### src/rtl/ebi_bridge_pkg.sv
// Shared definitions for the EBI register-file slave: FSM encoding and
// register-map index helpers.
package ebi_bridge_pkg;

  typedef enum logic [1:0] {
    ST_IDLE = 2'd0,
    ST_RD   = 2'd1,
    ST_WR   = 2'd2
  } ebi_state_e;

  localparam int IDX_ID      = 0;
  localparam int IDX_RW_BASE = 1;

  // The RO bank starts right after the RW bank, so its base depends on NUM_RW.
  function automatic int idx_ro_base(input int num_rw);
    return IDX_RW_BASE + num_rw;
  endfunction

  function automatic int idx_width(input int num_rw, input int num_ro);
    return $clog2(1 + num_rw + num_ro);
  endfunction

endpackage

### src/rtl/ebi_sync.sv
// Multi-flop synchroniser for asynchronous inputs; width, depth and reset
// value are parameters.
module ebi_sync #(
  parameter int               WIDTH     = 1,
  parameter int               STAGES    = 2,
  parameter logic [WIDTH-1:0] RESET_VAL = '0
) (
  input  logic             clk_i,
  input  logic             reset_i,
  input  logic [WIDTH-1:0] d_i,
  output logic [WIDTH-1:0] q_o
);

  logic [WIDTH-1:0] stage_q [STAGES];

  // NOTE: sequential state uses non-blocking assignments so every stage
  // samples the value its predecessor held before the edge.
  always_ff @(posedge clk_i or negedge reset_i) begin
    if (!reset_i) begin
      for (int s = 0; s < STAGES; s++) stage_q[s] <= RESET_VAL;
    end else begin
      stage_q[0] <= d_i;
      for (int s = 1; s < STAGES; s++) stage_q[s] <= stage_q[s-1];
    end
  end

  assign q_o = stage_q[STAGES-1];

endmodule

### src/rtl/ebi_regfile_slave.sv
// SAM9 EBI register-file slave: synchronised strobes, one FSM serialising
// host reads/writes over an ID word, RW control bank and RO status bank.
module ebi_regfile_slave
  import ebi_bridge_pkg::*;
#(
  parameter int               DATA_W      = 16,
  parameter int               ADDR_W      = 25,
  parameter int               NUM_RW      = 4,
  parameter int               NUM_RO      = 4,
  parameter int               SYNC_STAGES = 2,
  parameter logic [DATA_W-1:0] ID_VALUE   = 16'hB10C,
  parameter logic [DATA_W-1:0] RW_RESET   = '0
) (
  input  logic                     clk_i,
  input  logic                     reset_i,
  input  logic [ADDR_W-1:0]        addr_i,
  input  logic [DATA_W-1:0]        data_i,
  output logic [DATA_W-1:0]        data_o,
  output logic                     data_oe_o,
  input  logic                     cs_n_i,
  input  logic                     rd_n_i,
  input  logic                     wr_n_i,
  output logic [NUM_RW*DATA_W-1:0] ctrl_o,
  input  logic [NUM_RO*DATA_W-1:0] status_i,
  output logic [NUM_RW-1:0]        wr_stb_o,
  output logic [NUM_RO-1:0]        rd_stb_o,
  output logic                     err_o
);

  localparam int IDX_W       = idx_width(NUM_RW, NUM_RO);
  localparam int IDX_RO_BASE = idx_ro_base(NUM_RW);

  logic [2:0] strobe_n_s;
  logic       cs_s, rd_s, wr_s;

  // Synchronisers reset to "asserted": nothing is accepted until a genuinely
  // idle bus has propagated, so a host access in flight across reset is dropped.
  ebi_sync #(.WIDTH(3), .STAGES(SYNC_STAGES), .RESET_VAL(3'b000)) u_sync (
    .clk_i   (clk_i),
    .reset_i (reset_i),
    .d_i     ({cs_n_i, rd_n_i, wr_n_i}),
    .q_o     (strobe_n_s)
  );
  assign {cs_s, rd_s, wr_s} = ~strobe_n_s;

  ebi_state_e        state_q, state_d;
  logic [IDX_W-1:0]  idx_in, idx_q, idx_d;
  logic [DATA_W-1:0] wdata_q, wdata_d, rdata_q, rdata_d, rd_word;
  logic [DATA_W-1:0] ctrl_q [NUM_RW];
  logic [DATA_W-1:0] ctrl_d [NUM_RW];
  logic [NUM_RW-1:0] wr_stb_q, wr_stb_d;
  logic [NUM_RO-1:0] rd_stb_q, rd_stb_d, ro_hit;
  logic              oe_q, oe_d, err_q, err_d, armed_q, armed_d;
  int                rd_sel, wr_sel;

  logic unused_addr;
  assign unused_addr = ^{addr_i[ADDR_W-1:IDX_W+1], addr_i[0]};

  assign idx_in = addr_i[IDX_W:1];
  assign rd_sel = int'(idx_in);
  assign wr_sel = int'(idx_q);

  // NOTE: every combinational output gets a default before any branch, so no
  // path leaves a signal unassigned and no latch is inferred.
  always_comb begin
    rd_word = '0;
    ro_hit  = '0;
    if (rd_sel == IDX_ID) rd_word = ID_VALUE;
    for (int k = 0; k < NUM_RW; k++)
      if (rd_sel == IDX_RW_BASE + k) rd_word = ctrl_q[k];
    for (int k = 0; k < NUM_RO; k++)
      if (rd_sel == IDX_RO_BASE + k) begin
        rd_word   = status_i[k*DATA_W +: DATA_W];
        ro_hit[k] = 1'b1;
      end
  end

  always_comb begin
    state_d  = state_q;
    idx_d    = idx_q;
    wdata_d  = wdata_q;
    rdata_d  = rdata_q;
    oe_d     = oe_q;
    err_d    = err_q;
    armed_d  = armed_q;
    rd_stb_d = '0;
    wr_stb_d = '0;
    ctrl_d   = ctrl_q;
    case (state_q)
      ST_IDLE: begin
        if (!cs_s || (!rd_s && !wr_s)) armed_d = 1'b1;
        if (armed_q && cs_s) begin
          if (rd_s && !wr_s) begin
            state_d  = ST_RD;
            idx_d    = idx_in;
            rdata_d  = rd_word;
            oe_d     = 1'b1;
            rd_stb_d = ro_hit;
            armed_d  = 1'b0;
          end else if (wr_s && !rd_s) begin
            state_d = ST_WR;
            idx_d   = idx_in;
            wdata_d = data_i;
            armed_d = 1'b0;
          end else if (rd_s && wr_s) begin
            err_d = 1'b1;
          end
        end
      end
      ST_RD: begin
        if (!rd_s || !cs_s) begin
          state_d = ST_IDLE;
          oe_d    = 1'b0;
          rdata_d = '0;
          armed_d = 1'b1;
        end
      end
      ST_WR: begin
        if (!wr_s || !cs_s) begin
          state_d = ST_IDLE;
          armed_d = 1'b1;
          if (wr_sel == IDX_ID) err_d = 1'b0;
          else if (wr_sel >= IDX_RO_BASE) err_d = 1'b1;
          for (int k = 0; k < NUM_RW; k++)
            if (wr_sel == IDX_RW_BASE + k) begin
              ctrl_d[k]   = wdata_q;
              wr_stb_d[k] = 1'b1;
            end
        end
      end
      default: state_d = ST_IDLE;
    endcase
  end

  // NOTE: the RW bank is reset because its power-up content is architecturally
  // visible (RW_RESET); pure data-path storage would not need it.
  always_ff @(posedge clk_i or negedge reset_i) begin
    if (!reset_i) begin
      state_q  <= ST_IDLE;
      idx_q    <= '0;
      wdata_q  <= '0;
      rdata_q  <= '0;
      oe_q     <= 1'b0;
      err_q    <= 1'b0;
      armed_q  <= 1'b0;
      rd_stb_q <= '0;
      wr_stb_q <= '0;
      for (int k = 0; k < NUM_RW; k++) ctrl_q[k] <= RW_RESET;
    end else begin
      state_q  <= state_d;
      idx_q    <= idx_d;
      wdata_q  <= wdata_d;
      rdata_q  <= rdata_d;
      oe_q     <= oe_d;
      err_q    <= err_d;
      armed_q  <= armed_d;
      rd_stb_q <= rd_stb_d;
      wr_stb_q <= wr_stb_d;
      ctrl_q   <= ctrl_d;
    end
  end

  for (genvar g = 0; g < NUM_RW; g++) begin : g_ctrl
    assign ctrl_o[g*DATA_W +: DATA_W] = ctrl_q[g];
  end

  assign data_o    = rdata_q;
  assign data_oe_o = oe_q;
  assign err_o     = err_q;
  assign rd_stb_o  = rd_stb_q;
  assign wr_stb_o  = wr_stb_q;

endmodule

### config.mk
export PLATFORM = sky130hd
export DESIGN_NAME = ebi_regfile_slave
export DESIGN_NICKNAME = d
export VERILOG_FILES = /design/src/rtl/ebi_bridge_pkg.sv /design/src/rtl/ebi_sync.sv /design/src/rtl/ebi_regfile_slave.sv
export SDC_FILE = /design/constraint.sdc
export NUM_CORES = 1
export LEC_CHECK = 0
export CAP_MARGIN = 20
export CORE_MARGIN = 5
export CORE_UTILIZATION = 41
export CTS_CLUSTER_DIAMETER = 80
export CTS_CLUSTER_SIZE = 24
export DETAILED_ROUTE_END_ITERATION = 12
export GPL_ROUTABILITY_DRIVEN = 0
export PLACE_DENSITY = 0.78
export SYNTH_ARGS = -nofsm -noshare
export SYNTH_HDL_FRONTEND = slang
export SYNTH_SLANG_ARGS = --single-unit
### constraint.sdc
create_clock -name clk_i -period 2 [get_ports clk_i]
set_input_delay 0.2 -clock clk_i [delete_from_list [all_inputs] [get_ports clk_i]]
set_output_delay 0.2 -clock clk_i [all_outputs]
set_load 0.02 [all_outputs]
==> metrics.md <==
| Metric | Value |
|---|---|
| Htree depth | `4` |
| Worst Setup EP | `ctrl_o[13]` |
| Worst setup margin | `33.77 ps` |
| Utilization after layout | `61.89%` |
| R2R Path End | `ctrl_o[13]` |
| Seq/Total Area, Yosys | `51.86%` |
| Routed wire per std cell | `20.65 µm` |
| Final hold vios | `0` |
| Die ar. | `16470 µm²` |
| Hpwl dp | `14770 µm` |
| Yosys cell types | `50` |
| Worst-Skew Late Latency | `410 ps` |
| Clk root buf | `clkbuf_16` |
| Largest net degree at the start of global routing | `57` |
| Synthesized flop and latch total | `119` |
| Grt ovf | `0` |
| Run status | `finished, final reports clean` |
| Remaining DRCs | `0` |
| Worst Path Arrival | `2260 ps` |
| Antenna cells | `0` |
| Ys Warns | `0` |
| Maximum vdd ir drop | `0.0006982 V` |
| Via count | `5396` |
| Fraction of layout cells with a size suffix above 1 | `15.92%` |
| Drt total wl | `19930 µm` |
| Die extent in x | `128.3 µm` |
| CP cell instances | `inv_1, ha_1, o21a_4, nand3_1, nor2_1, buf_12, mux2_2` |
| Slew Limit Fails | `0` |
| Post-route cell area | `8558 µm²` |
| Peak fanout along the critical path | `22` |
| Commonest cells after routing, fill and taps aside | `clkdlybuf4s50_1 (176), nand2_1 (173), dfrtp_1 (119)` |
| Synth Instances | `574` |
| WS Path Type | `register to register` |
| Critical Path Source | `state_q[0]` |
| Non-Filler Instances | `965` |
| CP peak stage delay | `380 ps` |
| DR pass1 iterations | `5` |
| CTS tree | `built` |
| Most common cell after layout, fill and taps aside | `clkdlybuf4s50_1` |
| Count of final setup violators | `0` |
| Peak Freq | `0.5086 GHz` |
| TritonCTS Sinks | `119` |
| Post-Syn Area | `5742 µm²` |
| Die H | `128.3 µm` |
| Area growth, synth to finish | `49.05%` |
| Layout Skew | `7.590 ps` |
| Vias per inst | `5.592` |
| EDFF count, synth | `0` |
| Clock Path Buffers | `2` |
| Final Cycle Share | `98.31%` |
| Initial Utilization | `41.53%` |
| Worst reg-to-reg path cell count | `7` |
| R2R Setup Slk | `30 ps` |
| Pleak | `3.883 nW` |
| Max-Cap Viols | `0` |
| Area leader, netlist | `dfrtp_1` |
| Ys async rst share | `100.0%` |
| Post-Place Cell Area | `7879 µm²` |
| Dpl cells | `932` |
| Core Rows | `43` |
| Clock-pin slew on the worst setup and hold paths | `60 ps` |
| Largest cells by area after synthesis | `dfrtp_1 (52%), nand2_1 (11%), mux2_2 (7.1%)` |
| Fillcell total | `1080` |
| RSZ-0062 raised after global routing | `true` |
| ANT nets after route | `0` |
| Vias in the first global route | `5432` |
| Worst Setup End Kind | `register` |
| Core ar. | `13830 µm²` |
| First-pass GRT wire length | `30210 µm` |
| Hold WC Path Type | `primary input to register` |
| GRT Util Overall | `23.79%` |
| Total CTS buffers | `17` |
| Slew margin rel. | `61.62%` |
| Reg-to-reg startpoint | `state_q[0]` |
| Critical-path top delay cell | `dfrtp_1` |
| Layout Nets | `890` |
| CP required | `2290 ps` |
| Mean Syn Cell Area | `10.00 µm²` |
| Tmin final | `1966 ps` |
| Pre-CTS setup slack | `-178.8 ps` |
| Post-synthesis net count | `692` |
| Area share of the largest cell type after synthesis | `51.86%` |
| Initial DRC count | `566` |
| CP Launch Type | `register` |
| PD cells | `1390 nW/µm²` |
| Antenna violations before repair | `0` |
| Most used DFF post-synth | `dfrtp_1` |
| # IOs | `200` |
| IO buf count | `178` |
| Tightest Pin Transition | `575.6 ps` |
-- layout make-up --
type,instances,area (µm²),area share (%)
clock inverters,13,192.7,2.251
repair buffers,212,2095,24.47
inverters,17,75.07,0.8772
well taps,180,225.2,2.632
flip-flops and latches,119,2978,34.80
clock buffers,19,452.9,5.292
multi-input cells,405,2540,29.68
-- flip-flops by register name (all words and copies together) (netlist names) --
name and flops:
state_q 2, u_sync.q_o 3, wr_stb_o 4, idx_q 4, rd_stb_o 4, err_o 1
armed_q 1, wdata_q 16, u_sync.stage_q 3, ctrl_o 64, data_oe_o 1, data_o 16
-- worst min path at each step --
stage / to / cells after the start / slack, ps / from
final: u_sync.stage_q[4] / 1 / 230 / rd_n_i
after global routing: u_sync.stage_q[4] / 1 / 230 / rd_n_i
after CTS: u_sync.stage_q[4] / 1 / 220 / rd_n_i
after detailed placement: data_o[7] / 1 / 230 / reset_i
after global placement: data_o[7] / 1 / 220 / reset_i
after floorplan: armed_q / 0 / -100 / reset_i
-- stage by stage --
| stage | hold WS (ps) | power (mW) | setup TNS [ps] |
|---|---|---|---|
| 2_1_floorplan | -95.59 | 6.160 | 0 |
| 3_3_place_gp | 220.2 | 8.352 | -865.5 |
| 3_5_place_dp | 232.1 | 8.532 | -1530 |
| 4_1_cts | 223.0 | 11.89 | 0 |
| 5_1_grt | 231.1 | 12.43 | -337.0 |
| 6_report | 229.9 | 11.90 | 0 |
-- kinds of logic after synthesis --
| family | share of synthesized area, % |
|---|---|
| adder cells (fa/ha/maj) | 1.743 |
| XOR/XNOR | 0.1526 |
| flip-flops | 51.86 |
| buffers and inverters | 4.184 |
| multiplexers | 9.893 |
| AND/OR/NAND/NOR | 16.67 |
| AO/OA/AOI/OAI | 15.49 |
-- repair_timing --
action	4_1_cts	5_1_grt
buffers inserted	0	0
hold buffers	1	0
endpoints found under the setup margin	11	43
resized for setup	2	5
hold endpoints to repair	41	0
-- worst max-delay path: cells and delay by family, from the launching register on --
family / cells / cell delay, ps
AO/OA/AOI/OAI: 1 / 220
flip-flops: 1 / 380
buffers and inverters: 2 / 290
adder cells (fa/ha/maj): 1 / 290
multiplexers: 1 / 350
AND/OR/NAND/NOR: 2 / 290
-- cell usage after synthesis, types with 3 or more instances --
cell type,instances
nand2_1,173
clkbuf_1,12
a221oi_1,5
o31ai_1,7
a21oi_1,22
ha_1,8
a32o_1,4
nand3_1,4
nor3_1,3
o22ai_1,9
buf_6,3
buf_2,15
mux2_2,36
a211oi_1,8
o221ai_1,9
mux2i_1,5
a22oi_1,17
clkinv_1,4
o22a_1,3
a21o_1,18
inv_1,13
o21ai_0,18
nor2_1,20
mux4_2,5
buf_4,3
dfrtp_1,119
-- layer usage --
metal | GRT usage, % | part of all wire (%) | wire, µm | vias up
li1 | - | - | - | 2405
met1 | 31.06 | 40 | 7916 | 2655
met2 | 38.52 | 49 | 9747 | 298
met3 | 6.351 | 8.9 | 1783 | 38
met4 | 8.240 | 2.4 | 483 | 0
met5 | 0 | 0 | 0 | -
-- power by group --
part / switching [mW] / total, mW / internal, mW
combinational: 2.23 / 4.35 / 2.11
sequential: 0.936 / 4.24 / 3.30
clock: 1.15 / 3.31 / 2.16
total: 4.32 / 11.9 / 7.58
No activity file was read; power rests on OpenSTA's default activity.
